$ cat src/rtl/seq_det_pkg.sv
// Shared constants and helpers for the serial pattern detector.
// Sizes the prefix-length state and fixes the MATCH encoding.
package seq_det_pkg;

  localparam logic [2:0] DEF_PATTERN = 3'b101;

  function automatic int state_w(input int len);
    return $clog2(len + 1);
  endfunction

  // MATCH is the state whose prefix length equals the pattern length
  function automatic int match_k(input int len);
    return len;
  endfunction

endpackage

$ cat src/rtl/seq_next_state.sv
// Prefix-suffix search: longest pattern prefix that ends the
// window formed by the history register plus the incoming bit.
module seq_next_state
  import seq_det_pkg::*;
#(
  parameter int PATTERN_LEN = 3,
  localparam int SW = state_w(PATTERN_LEN)
) (
  input  logic [PATTERN_LEN-1:0] pattern_i,
  input  logic [PATTERN_LEN-2:0] history_i,
  input  logic [SW-1:0]          k_i,
  input  logic                   bit_i,
  output logic [SW-1:0]          k_o
);

  logic [PATTERN_LEN-1:0] win;
  logic [PATTERN_LEN-1:0] mask;
  logic [PATTERN_LEN-1:0] pfx;
  int                     lim;

  // A match can grow by at most one bit, which also keeps the
  // search inside the bits that have actually been consumed.
  always_comb begin
    win  = {history_i, bit_i};
    lim  = (int'(k_i) >= PATTERN_LEN) ?
           PATTERN_LEN : int'(k_i) + 1;
    k_o  = '0;
    mask = '0;
    pfx  = '0;
    for (int j = 1; j <= PATTERN_LEN; j++) begin
      mask = {PATTERN_LEN{1'b1}} >> (PATTERN_LEN - j);
      pfx  = pattern_i >> (PATTERN_LEN - j);
      if (j <= lim && (win & mask) == pfx)
        k_o = SW'(j);
    end
  end

endmodule

$ cat src/rtl/seq_detector_moore.sv
// Moore serial pattern detector with reloadable pattern,
// overlap mode and a saturating match counter.
module seq_detector_moore
  import seq_det_pkg::*;
#(
  parameter int PATTERN_LEN = 3,
  parameter logic [PATTERN_LEN-1:0] PATTERN =
    PATTERN_LEN'(DEF_PATTERN),
  parameter bit OVERLAP = 1'b1,
  parameter int CNT_W = 8
) (
  input  logic                         clk,
  input  logic                         rst,
  input  logic                         in_valid,
  input  logic                         in_bit,
  input  logic                         cfg_load,
  input  logic [PATTERN_LEN-1:0]       cfg_pattern,
  output logic                         out,
  output logic [state_w(PATTERN_LEN)-1:0] state_o,
  output logic [CNT_W-1:0]             match_count
);

  localparam int SW = state_w(PATTERN_LEN);
  localparam int HW = PATTERN_LEN - 1;
  localparam logic [SW-1:0] MATCH =
    SW'(match_k(PATTERN_LEN));

  logic [SW-1:0]          state_q, state_d;
  logic [HW-1:0]          hist_q, hist_d;
  logic [PATTERN_LEN-1:0] pat_q, pat_d;
  logic [CNT_W-1:0]       cnt_q, cnt_d;
  logic [SW-1:0]          k_cur, k_nxt;

  // Without overlap, a bit after MATCH is judged from empty
  assign k_cur = (!OVERLAP && state_q == MATCH) ?
                 '0 : state_q;

  seq_next_state #(
    .PATTERN_LEN(PATTERN_LEN)
  ) u_next (
    .pattern_i(pat_q),
    .history_i(hist_q),
    .k_i      (k_cur),
    .bit_i    (in_bit),
    .k_o      (k_nxt)
  );

  always_ff @(posedge clk) begin
    if (rst) begin
      state_q <= '0;
      hist_q  <= '0;
      pat_q   <= PATTERN;
      cnt_q   <= '0;
    end else begin
      state_q <= state_d;
      hist_q  <= hist_d;
      pat_q   <= pat_d;
      cnt_q   <= cnt_d;
    end
  end

  always_comb begin
    state_d = state_q;
    hist_d  = hist_q;
    pat_d   = pat_q;
    cnt_d   = cnt_q;
    if (cfg_load) begin
      pat_d   = cfg_pattern;
      state_d = '0;
      hist_d  = '0;
      cnt_d   = '0;
    end else if (in_valid) begin
      state_d = k_nxt;
      hist_d  = HW'({hist_q, in_bit});
      if (k_nxt == MATCH) begin
        if (cnt_q != '1)
          cnt_d = cnt_q + CNT_W'(1);
        if (!OVERLAP)
          hist_d = '0;
      end
    end
  end

  always_comb begin
    out         = (state_q == MATCH);
    state_o     = state_q;
    match_count = cnt_q;
  end

endmodule

$ cat config.mk
export PLATFORM = sky130hd
export DESIGN_NAME = seq_detector_moore
export DESIGN_NICKNAME = d
export VERILOG_FILES = /design/src/rtl/seq_det_pkg.sv /design/src/rtl/seq_next_state.sv /design/src/rtl/seq_detector_moore.sv
export SDC_FILE = /design/constraint.sdc
export NUM_CORES = 1
export LEC_CHECK = 0
export ABC_CLOCK_PERIOD_IN_PS = 2200
export CAP_MARGIN = 20
export CORE_MARGIN = 4
export CORE_UTILIZATION = 50
export CTS_BUF_LIST = sky130_fd_sc_hd__clkbuf_8
export DETAILED_ROUTE_END_ITERATION = 12
export HOLD_SLACK_MARGIN = 0.15
export PLACE_DENSITY = 0.88
export SYNTH_ARGS = -nofsm -noshare
export SYNTH_HDL_FRONTEND = slang
export SYNTH_SLANG_ARGS = --single-unit
$ cat constraint.sdc
create_clock -name clk -period 2.2 [get_ports clk]
set_clock_uncertainty 0.1 [all_clocks]
set_input_delay 0.44 -clock clk [delete_from_list [all_inputs] [get_ports clk]]
set_output_delay 0.44 -clock clk [all_outputs]
set_load 0.03 [all_outputs]
# == Yosys cells after proc, flatten, opt, wreduce, memory -nomap -nowiden ==
# Index checks and enable logic that the tools add are counted.
# op_classes
n_shift,0
n_addsub,2
n_lt_le_gt_ge,4
bitwise_logic,0
eq_ne,6
n_div,0
reduce_logical,5
multipliers,0
muxes,4
# op_table
op,count
$le A3 B32 Y1 const A,2
$le A2 B32 Y1 const A,1
$mux W32,1
$add A8 B1 Y8 const B,1
$ne A8 B8 Y1 const B,1
$eq A2 B2 Y1 const B,2
$mux W2,2
$add A2 B1 Y3 const B,1
$eq A3 B3 Y1,1
$logic_and A1 B1 Y1,3
$reduce_and A3 Y1,1
$eq A2 B2 Y1,1
$ge A2 B2 Y1 const B,1
$reduce_or A2 Y1,1
$eq A1 B1 Y1,1
$mux W1,1
# word_totals
out_inout_bits,11
ramBits,0
n_memories,0
latch_bits,0
ff_bits,15
input_bits,8
wordCells,25
mem_bits_ro,0

# == Depth between registers and ports, before layout ==
# logic_depth
ltp_word,9
ltp_mapped,5
depth_no_buf,5

# == Modules after synthesis ==
# From an unflattened synthesis, not the netlist that was laid out.
# hier_totals
hier_cells,87
area_unflattened_um2,760.7
# by_module_without_submodules
module,seq_area_each_um2,n_inst,cells_each,area_per_inst_um2
seq_detector_moore,300.3,1,74,669.4
seq_next_state,0.0,1,13,91.3

# == Worst setup path before layout ==
# Ideal clock, no wire load.
# synth_path
path_kind,register -> register
from,reg cnt_q[0] (netlist: match_count[0])
to,reg cnt_q[4] (netlist: match_count[4])
setup_ns,0.070
setup_slack_ns,0.512
arrival_time_ns,1.518
path_buffers,0
stages_incl_launch_ff,6
t_required_ns,2.030
period_less_slack_ns,1.688
cell_sequence,dfxtp_1 ha_1 nand3_1 o21ai_1 or4_1 a21oi_1
# synth_between
elab_chain_len,2
word_cells_on_any_way,3
cone_classes,add/sub (1); eq/ne (1); reduce/logical (1)
# synth_rtl
item,line_no,text
start: declaration,seq_detector_moore.sv:31,"logic [CNT_W-1:0] cnt_q, cnt_d;"
start signal: assignment,seq_detector_moore.sv:58,cnt_q <= cnt_d;
"parallel branches: the longest is 2 deep, another holds $add A8 B1 Y8",n/a,
# Several ways; the timed one is not identified.
# A chain may end at the register's enable or synchronous reset.

# == Worst setup path in the final report ==
# layout_path
from,reg state_q[1] (netlist: state_o[1])
to,out out
# layout_between
elab_chain_len,1
# layout_rtl
item,line_no,text
start: declaration,seq_detector_moore.sv:28,"logic [SW-1:0] state_q, state_d;"
start signal: assignment,seq_detector_moore.sv:55,state_q <= state_d;
$eq A2 B2 Y1,seq_detector_moore.sv:85,out = (state_q == MATCH);
end: declaration,seq_detector_moore.sv:18,"output logic out,"
# No other way between the ends.

==> results.cfg <==
[layout]
diodes = 0
layout.nets = 120
finalCoreUtilization = 0.7085
fillCellCount = 123
drive_gt1_frac = 0.1636
stdcell_count = 126
mostFrequentLayoutCells = 18 x clkdlybuf4s50_1, 15 x dfxtp_1, 9 x nand2_1
layout.cells.most_common = clkdlybuf4s50_1
area_delta_synth_final_pct = 32.87

[detailed_routing]
vias = 749
antenna_left = 0
detail_route.wl_per_cell_um = 14.17
wl_um = 1785
first_iter_violations = 25
drc = 0
firstDrtPassIters = 4
drt-vias-per-instance = 5.944

[worst_setup_path]
cp.arrival_ns = 1.46
path_cells = and2_1 > clkdlybuf4s50_1
cp_slowest_cell = clkdlybuf4s50_1
crit_path_start_kind = flop
worstPathRequired_ns = 1.66
r2r_slack_ns = 0.49
r2r_end = match_count[7]
ff2ff_path_depth = 5
worstPathMaxFanout = 5
slowest_delay_ns = 0.67
r2r_start = pat_q[2]
cp-startpoint = state_o[1]
crit_end = out
critPathKind = reg -> out
endpoint_kind = output pin

[placed_design]
gp_congestion = 0.7778
dp_hpwl_um = 1328
placed_cells = 122
port_buffers = 18

[grt]
grt_pass1_vias = 666
antenna_found_initial = 0
grt_pass1_wl_um = 2870
grt_overflow = 0
grt_max_degree = 10
track_usage = 0.1821

[power_and_ir_drop]
p_leak_nw = 0.3756
p_per_area_mw_per_mm2 = 533.2
ir_drop_mv = 0.5107
p_total_uw = 569.0

[logic_synthesis]
seq_area_frac_synth = 0.3738
synth_top_area_cell = dfxtp_1
ys_top_cells_by_area = dfxtp_1 37%, mux2i_1 7.5%, xnor2_2 6.1%
synth_fp_nets = 92
synthCells = 83
synth.cell_area_um2 = 803.3
ys.warnings.count = 0
ys_seq_elements = 15
syn_area_per_cell_um2 = 9.678
synth_cell_types = 26
netlist.area_leader.share = 0.3738

[floorplan]
fp.dieW_um = 48.08
die_h_um = 48.08
dieArea_mm2 = 0.002312
initial_utilization = 0.5332
pin_count = 19
rows = 14
core-area_mm2 = 0.001506

[sta]
period_needed_ns = 2.001
relSlewSlack = 0.7244
finalSetupViolCount = 0
rsz0062_at_grt = false
drv_slew = 0
worst-slew-pin-transition_ns = 0.4096
final_hold_viol_count = 0
fin_tns_setup_ns = 0
max_freq_mhz = 499.7
timing.final.crit_share = 0.9097

[flow_run]
cap_violations = 0

[cts]
tritoncts = built
postCtsSetupBuffers = 0
numCtsBuffers = 3
clk_latency_ns = 0.24
ctsRootBufferMaster = clkbuf_8
h-tree-depth = 1
clock-sinks = 15
post_cts_resized = 0
hold_buffers = 0
cts_buffer_depth = 2
clk_pin_slew_ns = 0.06

[hold_path]
min_path_type = reg -> reg

[status]
status = finished, final reports clean
stage by stage:
| stage | hold WS, ns | setup slack, ns | area [µm²] |
|---|---|---|---|
| 2_1_floorplan | 0.4124 | 0.5119 | 803.3 |
| 3_3_place_gp | 0.3949 | 0.04037 | 1022 |
| 3_5_place_dp | 0.4036 | -0.03885 | 1022 |
| 4_1_cts | 0.4119 | 0.1783 | 1067 |
| 5_1_grt | 0.4466 | 0.1502 | 1067 |
| 6_report | 0.4089 | 0.1987 | 1067 |
per-layer routing:
layer / track usage / wire length [µm] / up-vias / share of wire
met4: 0.1022 / 57 / 0 / 0.032
met1: 0.2103 / 744 / 338 / 0.42
met5: 0 / 0 / - / 0
li1: - / - / 365 / -
met3: 0.06391 / 146 / 10 / 0.082
met2: 0.2902 / 837 / 36 / 0.47
flip-flops by register name, summed over array words and instances (netlist names):
register / count
hist_q: 2
match_count: 8
pat_q: 3
state_o: 2
cells by family after synthesis:
kind of cell,count (synthesis),synth area share
mux,6,0.07477
simple gates,32,0.2305
compound gates,19,0.1558
xor+xnor,6,0.09347
fa+ha+maj,1,0.01557
flops,15,0.3738
buf+inv,4,0.05607
synth_stat cells:
cell      number
a31oi_1        2
a211o_1        2
or3_1          3
inv_1          1
mux2i_1        6
or2_2          1
nand4_2        2
o31ai_1        5
nor4_1         2
xnor2_2        3
or4_1          3
nand2_1        9
clkbuf_8       3
and2_1         1
ha_1           1
nor4_2         1
a21oi_1        3
nand3_1        2
nand4_1        1
o21ai_0        3
nor2_1         5
o21ai_1        1
nor2b_1        2
dfxtp_1       15
xnor2_1        3
o211ai_1       3
final cells by class:
class / count / area, µm² / share of cell area
clock buffer: 3 / 41.29 / 0.03869
timing repair buffer: 26 / 240.2 / 0.2251
multi-input combinational: 64 / 457.9 / 0.4291
tap: 16 / 20.02 / 0.01876
clock inverter: 1 / 3.754 / 0.003517
inverter: 1 / 3.754 / 0.003517
sequential: 15 / 300.3 / 0.2814
worst min-delay path by stage:
stage,startpoint,cells past startpoint,endpoint
final,match_count[6],2,match_count[6]
after global routing,match_count[6],2,match_count[6]
after CTS,match_count[6],2,match_count[6]
after detailed placement,match_count[6],2,match_count[6]
after global placement,match_count[6],2,match_count[6]
after floorplan,rst,1,pat_q[1]
power breakdown:
part	leakage (nW)	internal [mW]	switching, mW	total [mW]
sequential	0.122	0.278	0.00828	0.286
clock	0.0269	0.123	0.0911	0.214
combinational	0.227	0.0393	0.0293	0.0686
critical path: cells and delay by family (launching register included):
family                 cells  cell delay (ns)
flip-flops                 1             0.40
buffers and inverters      1             0.67
AND/OR/NAND/NOR            1             0.15
No activity file was read; power rests on OpenSTA's default activity.
==> patch: new RTL, same flow settings <==
The parameter `OVERLAP` goes from 1'b1 to 1'b0.
--- a/src/rtl/seq_detector_moore.sv
+++ b/src/rtl/seq_detector_moore.sv
@@ -7,5 +7,5 @@
   parameter logic [PATTERN_LEN-1:0] PATTERN =
     PATTERN_LEN'(DEF_PATTERN),
-  parameter bit OVERLAP = 1'b1,
+  parameter bit OVERLAP = 1'b0,
   parameter int CNT_W = 8
 ) (
Formal check against the unedited RTL: not equivalent (Yosys sat finds a counterexample within 10 cycles, from zero or initial values and one cycle with rst high).
==> patch against the unedited design <==
  * Cell area shrank 0.59%
  * Routed wire length grew 4.6%
  * Worst setup slack lost 0.032 ns
  * Via count grew 0.40%
  * Sequential cell count is the same
  * Die area shrank 1.3%
  * Power grew 0.33%
  * Count of clock-buffer cells in the layout is the same
  * Synthesized area shrank 1.6%
  * Largest cell class unchanged
  * Largest power group unchanged
==> patch: results (changes against the unedited design) <==
Setup path
  – Worst r2r src: state_o[1]$_SDFFE_PP0P_
  – Crit path max fanout: 9 (+4)
  – Worst Path Arrival: 2.11 ns (+0.65 ns)
  – Setup crit end: match_count[4]$_SDFFE_PP0P_
  – Critical Path Start: in_bit

Cells and area
  – Share of layout cells above drive strength 1: 12.84% (-3.5 points)
  – Layout fillers: 114 (-7.3%)
  – Nets@finish: 121 (+0.83%)
  – Share of cell area taken by multi-input logic gates: 43.63% (+0.72 points)
  – Clk tree area frac: 4.245% (+0.025 points)
  – Comb_multi_in: 63 (-1.6%)

Global routing
  – Met2 usage: 29.82% (+0.79 points)
  – Gr usage total: 18.01% (-0.20 points)
  – Met1 Usage GRT: 20.45% (-0.58 points)
  – First-pass GRT wire length: 2.822 mm (-1.7%)
  – GRT met3 Usage: 4.135% (-2.3 points)
  – Vias in the first global route: 657 (-1.4%)

STA
  – Hold WS: 0.4261 ns (+0.01717 ns)
  – Measured slew at the worst slew-check pin: 0.3785 ns (-0.03105 ns)

Hold path
  – Hold EP: match_count[5]$_SDFFE_PP0P_
  – Worst min-delay path startpoint: match_count[5]$_SDFFE_PP0P_

Drt
  – Met3 routed WL: 66 um (-55%)
  – DRT Wirelength: 1.867 mm (+4.6%)
  – Met2 routed WL: 912 um (+9.0%)
  – Vias: 752 (+0.40%)
  – M1 WL: 841 um (+13%)

Power
  – Net Sw Frac: 23.46% (+0.86 points)
  – Worst VDD drop: 0.4431 mV (-13%)
  – Pleak: 0.0004063 uW (+8.2%)

Yosys
  – Post-synthesis compound-gate area fraction: 21.20% (+5.6 points)
  – Share of the yosys chip area belonging to registers: 37.97% (+0.59 points)
  – Mux cell area share after synthesis: 2.532% (-4.9 points)
  – Dominant synthesized flop cell: dfxtp_1
  – Yosys cell types: 34 (+31%)
  – Post-synth top cells: dfxtp_1 (15), nor2_1 (5), o21ai_0 (5)
  – Post-synthesis adder-cell area fraction: 4.747% (+3.2 points)

Run status
  – Outcome: complete, no violations
patch: cell types whose count changed after synthesis, moves of 3 or more:
cell,unedited run,this run
mux2i_1,6,2
o31ai_1,5,2
inv_1,1,4
clkbuf_8,3,0
nor3_1,0,3
nand2_1,9,4
xor2_1,0,3
xnor2_1,3,0
patch: through the flow:
| stage | std cells | power [uW] | util (%) | area [sq um] | worst slack [ns] |
|---|---|---|---|---|---|
| 2_1_floorplan | 85 | 327.0 | - | 790.8 | 0.3279 |
| 3_3_place_gp | 121 | 353.8 | 67.44 | 1016 | 0.03403 |
| 3_5_place_dp | 121 | 356.0 | 67.44 | 1016 | -0.04750 |
| 4_1_cts | 125 | 576.5 | 70.43 | 1061 | 0.1878 |
| 5_1_grt | 125 | 591.4 | 70.43 | 1061 | 0.09065 |
| 6_report | 125 | 570.9 | 70.43 | 1061 | 0.1665 |
patch: worst max-delay path: stages:
cell and delay, ns:
clkdlybuf4s50_1 0.47, xnor2_2 0.22, nand4b_2 0.24, or4_1 0.56
a21oi_1 0.17
